**config.mk**
```make
export PLATFORM = sky130hd
export DESIGN_NAME = decode
export DESIGN_NICKNAME = d
export VERILOG_FILES = /design/src/rtl/decode.sv
export SDC_FILE = /design/constraint.sdc
export NUM_CORES = 1
export LEC_CHECK = 0
export BUFFER_PORTS_ARGS = -buffer_cell sky130_fd_sc_hd__buf_4
export CORE_AREA = 3 3 137 139
export DETAILED_ROUTE_END_ITERATION = 8
export DIE_AREA = 0 0 140 142
export PLACE_DENSITY = 0.77
export SETUP_SLACK_MARGIN = 0.5
export SKIP_LAST_GASP = 1
export SLEW_MARGIN = 20
export SYNTH_ARGS = -nofsm -noshare
export SYNTH_HDL_FRONTEND = slang
export SYNTH_SLANG_ARGS = --single-unit
```
**constraint.sdc**
```tcl
create_clock -name clk_i -period 3.1 [get_ports clk_i]
set_input_delay 0.62 -clock clk_i [delete_from_list [all_inputs] [get_ports clk_i]]
set_output_delay 0.62 -clock clk_i [all_outputs]
set_load 0.02 [all_outputs]
```
**src/rtl/decode.sv**
```systemverilog
// decode: RV32I decode stage registering one micro-op per cycle; DECODE_ILLEGAL_DETECT_EN enables illegal-encoding detection
module decode #(
  parameter logic [31:0] NOP_INSTR = 32'h00000013
) (
  input  logic        clk_i,
  input  logic        rst_i,
  input  logic        input_valid_i,
  output logic        input_ready_o,
  input  logic [31:0] instr_i,
  input  logic [31:0] pc_i,
  input  logic        flush_i,
  output logic [4:0]  reg_raddr1_o,
  output logic [4:0]  reg_raddr2_o,
  input  logic [31:0] reg_rdata1_i,
  input  logic [31:0] reg_rdata2_i,
  output logic        output_valid_o,
  input  logic        output_ready_i,
  output logic [31:0] pc_o,
  output logic [31:0] op1_o,
  output logic [31:0] op2_o,
  output logic [31:0] rs1_data_o,
  output logic [31:0] rs2_data_o,
  output logic [31:0] imm_o,
  output logic [2:0]  alu_op_o,
  output logic        alu_sub_o,
  output logic        alu_arith_o,
  output logic        branch_o,
  output logic [2:0]  branch_cond_o,
  output logic        jump_o,
  output logic        jalr_o,
  output logic        load_o,
  output logic        store_o,
  output logic [2:0]  ls_funct3_o,
  output logic        reg_write_o,
  output logic [4:0]  reg_waddr_o,
  output logic        illegal_o
);
  localparam logic [6:0] OP_R   = 7'b0110011;
  localparam logic [6:0] OP_I   = 7'b0010011;
  localparam logic [6:0] LOAD   = 7'b0000011;
  localparam logic [6:0] STORE  = 7'b0100011;
  localparam logic [6:0] BRANCH = 7'b1100011;
  localparam logic [6:0] JAL    = 7'b1101111;
  localparam logic [6:0] JALR   = 7'b1100111;
  localparam logic [6:0] LUI    = 7'b0110111;
  localparam logic [6:0] AUIPC  = 7'b0010111;
  localparam logic [6:0] FENCE  = 7'b0001111;
  localparam logic [6:0] SYSTEM = 7'b1110011;

  typedef struct packed {
    logic [31:0] pc, op1, op2, rs1, rs2, imm;
    logic [2:0]  alu_op;
    logic        sub, arith, branch;
    logic [2:0]  cond;
    logic        jump, jalr, load, store;
    logic [2:0]  ls;
    logic        we;
    logic [4:0]  rd;
    logic        ill;
  } uop_t;

  uop_t        d, q;
  logic        valid_q, ill;
  logic [6:0]  opc, f7;
  logic [2:0]  f3;
  logic [4:0]  rd;
  logic [31:0] rs1d, rs2d, imm_i, imm_s, imm_b, imm_u, imm_j;

  assign opc = instr_i[6:0];
  assign f3 = instr_i[14:12];
  assign f7 = instr_i[31:25];
  assign rd = instr_i[11:7];
  assign reg_raddr1_o = instr_i[19:15];
  assign reg_raddr2_o = instr_i[24:20];
  assign rs1d = |reg_raddr1_o ? reg_rdata1_i : '0;
  assign rs2d = |reg_raddr2_o ? reg_rdata2_i : '0;
  assign imm_i = {{20{instr_i[31]}}, instr_i[31:20]};
  assign imm_s = {{20{instr_i[31]}}, instr_i[31:25], instr_i[11:7]};
  assign imm_b = {{19{instr_i[31]}}, instr_i[31], instr_i[7], instr_i[30:25], instr_i[11:8], 1'b0};
  assign imm_u = {instr_i[31:12], 12'b0};
  assign imm_j = {{11{instr_i[31]}}, instr_i[31], instr_i[19:12], instr_i[20], instr_i[30:21], 1'b0};
  assign input_ready_o = !valid_q | output_ready_i;

`ifdef DECODE_ILLEGAL_DETECT_EN
  // flag encodings outside RV32I, including compressed/non-32-bit words
  always_comb begin
    case (opc)
      OP_R:            ill = !(f7 == 7'b0 || (f7 == 7'b0100000 && (f3 == 3'd0 || f3 == 3'd5)));
      OP_I:            ill = (f3 == 3'd1 && f7 != 7'b0) || (f3 == 3'd5 && f7 != 7'b0 && f7 != 7'b0100000);
      LOAD:            ill = f3 == 3'd3 || f3 > 3'd5;
      STORE:           ill = f3 > 3'd2;
      BRANCH:          ill = f3 == 3'd2 || f3 == 3'd3;
      JALR:            ill = f3 != 3'd0;
      JAL, LUI, AUIPC: ill = 1'b0;
      FENCE:           ill = f3 > 3'd1;
      SYSTEM:          ill = instr_i[31:7] != 25'h0 && instr_i[31:7] != 25'h2000;
      default:         ill = 1'b1;
    endcase
  end
`else
  assign ill = 1'b0;
`endif

  // combinational decode; fence, system and unknown opcodes leave the op as a NOP
  always_comb begin
    d = '0;
    d.pc = pc_i;
    d.rs1 = rs1d;
    d.rs2 = rs2d;
    case (opc)
      OP_R:   begin d.op1 = rs1d; d.op2 = rs2d; d.alu_op = f3; d.sub = f7[5] & (f3 == 3'd0); d.arith = f7[5] & (f3 == 3'd5); d.we = 1'b1; end
      OP_I:   begin d.imm = imm_i; d.op1 = rs1d; d.op2 = imm_i; d.alu_op = f3; d.arith = f7[5] & (f3 == 3'd5); d.we = 1'b1; end
      LOAD:   begin d.imm = imm_i; d.op1 = rs1d; d.op2 = imm_i; d.load = 1'b1; d.ls = f3; d.we = 1'b1; end
      STORE:  begin d.imm = imm_s; d.op1 = rs1d; d.op2 = imm_s; d.store = 1'b1; d.ls = f3; end
      BRANCH: begin d.imm = imm_b; d.op1 = rs1d; d.op2 = rs2d; d.branch = 1'b1; d.cond = f3; end
      JAL:    begin d.imm = imm_j; d.op1 = pc_i; d.op2 = 32'd4; d.jump = 1'b1; d.we = 1'b1; end
      JALR:   begin d.imm = imm_i; d.op1 = pc_i; d.op2 = 32'd4; d.jump = 1'b1; d.jalr = 1'b1; d.we = 1'b1; end
      LUI:    begin d.imm = imm_u; d.op2 = imm_u; d.we = 1'b1; end
      AUIPC:  begin d.imm = imm_u; d.op1 = pc_i; d.op2 = imm_u; d.we = 1'b1; end
      default: ;
    endcase
    d.we = d.we & (|rd);
    d.rd = d.we ? rd : 5'd0;
    if (ill) begin
      d = '0;
      d.pc = pc_i;
      d.ill = 1'b1;
    end
  end

  // micro-op register: reset beats flush, flush beats accept, stall holds everything
  always_ff @(posedge clk_i) begin
    if (rst_i) begin
      valid_q <= 1'b0;
      q <= '0;
    end else if (flush_i) begin
      valid_q <= 1'b0;
    end else if (input_ready_o) begin
      valid_q <= input_valid_i;
      if (input_valid_i) q <= d;
    end
  end

  assign output_valid_o = valid_q;
  assign pc_o = q.pc;
  assign op1_o = q.op1;
  assign op2_o = q.op2;
  assign rs1_data_o = q.rs1;
  assign rs2_data_o = q.rs2;
  assign imm_o = q.imm;
  assign alu_op_o = q.alu_op;
  assign alu_sub_o = q.sub;
  assign alu_arith_o = q.arith;
  assign branch_o = q.branch;
  assign branch_cond_o = q.cond;
  assign jump_o = q.jump;
  assign jalr_o = q.jalr;
  assign load_o = q.load;
  assign store_o = q.store;
  assign ls_funct3_o = q.ls;
  assign reg_write_o = q.we;
  assign reg_waddr_o = q.rd;
  assign illegal_o = q.ill;
endmodule

```
Word-level counts from Yosys, hierarchy flattened
Index checks and enable logic that the tools add are counted.

Word-level logic and storage cells: 67. Input bits: 133. Output and inout port bits: 227. Register bits after elaboration: 215.

Multiplexer cells: 16. Bitwise operators: 5. Reduce and logical (&&, ||, !) cells: 17. Equality and inequality tests: 10.

Operators with widths (number): 32-bit one-hot mux with 5 select lines (2); 32-bit two-way mux (2); 32-bit one-hot mux with 2 select lines (1); 7-bit by 6-bit == test with 1-bit output, second input constant (3); 7-bit == test, second input constant (3); 5-bit OR reduction (4); 7-bit by 5-bit == test with 1-bit output, second input constant (2); 2-bit OR reduction (7); 7-bit by 2-bit == test with 1-bit output, second input constant (1); 1-bit two-way mux (7); 7-bit OR reduction (1); 3-bit two-way mux (2); 3-bit OR reduction (2); 5-bit two-way mux (1); 4-bit two-way mux (1); 1-bit AND (3); 3-bit == test, second input constant (1); 3-bit zero test (1); 3-bit AND reduction (1); 1-bit zero test (1); 1-bit NOT (1); 1-bit OR (1).

Depth between registers and ports, before layout
Depth after elaboration: 5. Gate-level depth with buffers: 8. Mapped depth without buffers: 6.

Worst setup path before layout
No wires, ideal clock.

Kind: input to register. From: input instr_i[20]. To: register q (netlist bit op2_o[21]). Library setup time: 0.128 ns. Stages: 8. Arrival: 2.011 ns. Required time: 2.972 ns. Setup slack: 0.961 ns. Buffers on the path: 3. Cells stage by stage: or4_1 > buf_2 > o22ai_2 > nor2_1 > buf_6 > buf_6 > a221oi_2 > o21ai_1.

Word-level cells in the longest chain between the ends: 3.

RTL lines: from (decl) (RTL line 9) `input logic [31:0] instr_i,`; 5-bit OR reduction (RTL line 76) `assign rs2d = |reg_raddr2_o ? reg_rdata2_i : '0;`; 32-bit two-way mux (RTL line 76); 32-bit one-hot mux with 5 select lines (RTL line 110) `case (opc)`; to (signal assigned) (RTL line 135) `q <= '0;`; to (signal assigned) (RTL line 140) `if (input_valid_i) q <= d;`; to (decl) (RTL line 62) `uop_t d, q;`.

Every way passes these cells. A chain may end at the register's enable or synchronous reset.

Final worst setup path
From: register valid_q, in the netlist output_valid_o. To: register q (netlist bit op1_o[27]).

Word-level cells in the longest chain between the ends: 3.

RTL lines: from (decl) (RTL line 63) `logic valid_q, ill;`; from (signal assigned) (RTL line 139) `valid_q <= input_valid_i;`; 1-bit zero test (RTL line 82) `assign input_ready_o = !valid_q | output_ready_i;`; 1-bit OR (RTL line 82); 3-bit AND reduction (no line).

Every way passes these cells.

==> flow_summary.toml <==
[critical_path]
r2r-end = "op1_o[27]"
critPathCaptureType = "register"
cp_data_required_time_ns = 3.55
crit_path_cell_trace = "nor2b_1 -> inv_1 -> nand3b_1 -> nor2_2 -> and2_1 -> a221o_1"
r2r_slack_ns = 0.76
reg2reg_from = "output_valid_o"
start_kind = "register"
slowest_stage = "nor2_2"
slowest_delay_ns = 0.72
path_max_fanout = 20
path_class = "reg -> reg"
critical_path_arrival_ns = 2.79
reg2reg_depth = 6

[synthesis]
ys.flop_type = "dfxtp_1"
synth_nets = 1145
syn_inst = 1012
async_flop_share_pct = 0
yosys_warnings = 0
syn_area_um2 = 8490
syn_avg_cell_area_um2 = 8.39
ys_seq_area_share_pct = 50.7
synth-seq-cells = 215
ys_types = 54
synth_edf_count = 0

[global_route]
grt-ovfl-total = 0
first_global_vias = 8385
grt_pass1_wl_um = 47500
grt.total_usage_pct = 29.3
antenna_found_initial = 0
grt_max_degree = 130

[placement]
placed_area_um2 = 11300
hpwl_um = 22400
post-place-ws_ns = 0.515
place_congestion = 0.882
portBuffers = 358

[finish]
layout_common_cells = "buf_4 (379), nand2_1 (235), dfxtp_1 (215), a21oi_1 (138), nand3_1 (74)"
diodes = 0
design_area_um2 = 11900
fill_cells = 1495
final_common_cell = "buf_4"
areaGrowthSynthToFinish_pct = 40.6
multi_input_area_um2 = 3740
drive_gt1_share_pct = 33.3
nNetsFinal = 1452
regArea_um2 = 4300

[cts]
numClockSinks = 215
clock_latency_ns = 0.51
cts_buffers = 23
cts_buffer_depth = 3
htreeDepth = 1
root_buffer = "clkbuf_16"
path_clk_slew_ns = 0.06
ctsResizeCount = 0
cts_setup_buffers = 0
tritoncts = "yes"
ctsHoldBuffers = 0

[drt]
wire_per_inst_um = 20.1
drt_iter0_drc = 564
ant_nets = 0
vias = 8821
vias_per_cell = 5.65
drc_errors = 0
wirelength_um = 31400
drtPass1Iterations = 5

[pwr]
ir_drop_mv = 0.354
power_uw = 6150
power.density_nw_per_um2 = 515
leakage_uw = 0.00508

[outcome]
outcome = "completed"

[timing]
max_freq_mhz = 428
slew_headroom_pct = 41.2
hold_viol = 0
tns_ns = 0
setup_violations = 0
rsz0062_at_grt = "no"
finalClockSkew_ns = 0.0145
final_max_slew_viol_count = 0
worst_slack_ns = 0.764
timing.final.crit_share_pct = 75.3
worst_pin_slew_ns = 0.881
period_minus_slack_ns = 2.34

[min_path]
min_to = "op1_o[28]"
hold_class = "in -> reg"
hold_depth = 3
holdCritStartpoint = "reg_rdata1_i[28]"

[run]
maxCapViolCount = 0

[floorplanning]
io_pins = 360
die_w_um = 140
core-area_um2 = 17800
dieArea_um2 = 19900
fp.dieH_um = 142
initial_utilization_pct = 47.7
num_rows = 49
stage by stage:
stage / cells / hold slack, ns / util, %
final: 1562 / 0.302 / 67.1
after CTS: 1562 / 0.289 / 67.1
after floorplan: 1012 / 0.525 / -
after global placement: 1523 / 0.437 / 63.3
after global routing: 1562 / 0.299 / 67.1
after detailed placement: 1523 / 0.443 / 63.3
worst max-delay path, delay by kind of cell, from the launching register on:
kind	cells	cell delay [ns]
buffers and inverters	1	0.08
AND/OR/NAND/NOR	4	1.63
AO/OA/AOI/OAI	1	0.26
flip-flops	1	0.31
sequential cells by signal, summed over array words and instances (netlist names), 3 cells and up:
signal	flops
ls_funct3_o	3
pc_o	32
op2_o	32
branch_cond_o	3
rs2_data_o	32
reg_waddr_o	5
op1_o	32
rs1_data_o	32
imm_o	32
alu_op_o	3
layout make-up:
type / instances / share of cell area [%]
clock inverter: 8 / 0.388
clock buffer: 31 / 5.32
timing repair buffer: 382 / 24.3
sequential: 215 / 36.1
tap: 229 / 2.40
inverter: 4 / 0.126
multi-input combinational: 693 / 31.4
power by group:
| part | internal, µW | leakage (µW) | switching [µW] | total (µW) |
|---|---|---|---|---|
| registers | 2830 | 0.00174 | 38.2 | 2870 |
| clock network | 1430 | 0.000339 | 1120 | 2550 |
| logic | 289 | 0.00300 | 433 | 722 |
kinds of logic (layout without fill, tap and decap cells):
| kind of cell | count (synthesis) | count (layout) | share of synthesized area (%) |
|---|---|---|---|
| flops | 215 | 215 | 50.7 |
| buf+inv | 104 | 425 | 5.62 |
| compound gates | 296 | 296 | 22.9 |
| other cells | 1 | 1 | 0.0442 |
| simple gates | 396 | 396 | 20.7 |
how the worst max path moves through the flow:
| stage | from | depth (start not counted) | endpoint |
|---|---|---|---|
| final | output_valid_o | 6 | op1_o[27] |
| after global routing | output_valid_o | 6 | op1_o[7] |
| after CTS | output_valid_o | 6 | op1_o[13] |
| after detailed placement | output_ready_i | 7 | op1_o[27] |
| after global placement | output_ready_i | 7 | op1_o[9] |
| after floorplan | instr_i[20] | 8 | op2_o[21] |
synthesized netlist by cell type (2+ instances only):
cell type	number	area (µm²)
nand2_1	235	882
dfxtp_1	215	4300
a21oi_1	138	691
nand3_1	74	370
clkbuf_1	57	214
o21ai_0	39	195
nor2_1	29	109
a32oi_1	19	166
buf_2	18	90.1
a22oi_1	15	113
and3_1	15	93.8
a221oi_1	14	123
o21ai_1	14	70.1
a221o_1	13	130
buf_1	11	41.3
buf_4	11	82.6
a221oi_2	10	150
nor3_1	9	45.0
a22o_1	6	52.6
nor2b_1	6	37.5
o211ai_1	6	45.0
nand4_1	5	31.3
a31oi_1	4	25.0
inv_1	4	15.0
and2_1	3	18.8
buf_6	3	33.8
o31ai_1	3	22.5
or3_1	3	18.8
a211oi_1	2	15.0
a21o_1	2	15.0
nor3_2	2	20.0
nor3b_1	2	15.0
nor4_1	2	12.5
o21a_1	2	15.0
o22ai_2	2	25.0
metal layers:
metal | wire length, µm | part of all wire [%] | GRT usage (%) | vias to the layer above
met1 | 12000 | 38 | 36.6 | 4151
met4 | 732 | 2.3 | 7.24 | 0
met3 | 3350 | 11 | 8.27 | 54
met2 | 15300 | 49 | 50.5 | 438
li1 | - | - | - | 4178
met5 | 0 | 0 | 0 | -
No activity file was read; power rests on OpenSTA's default activity.
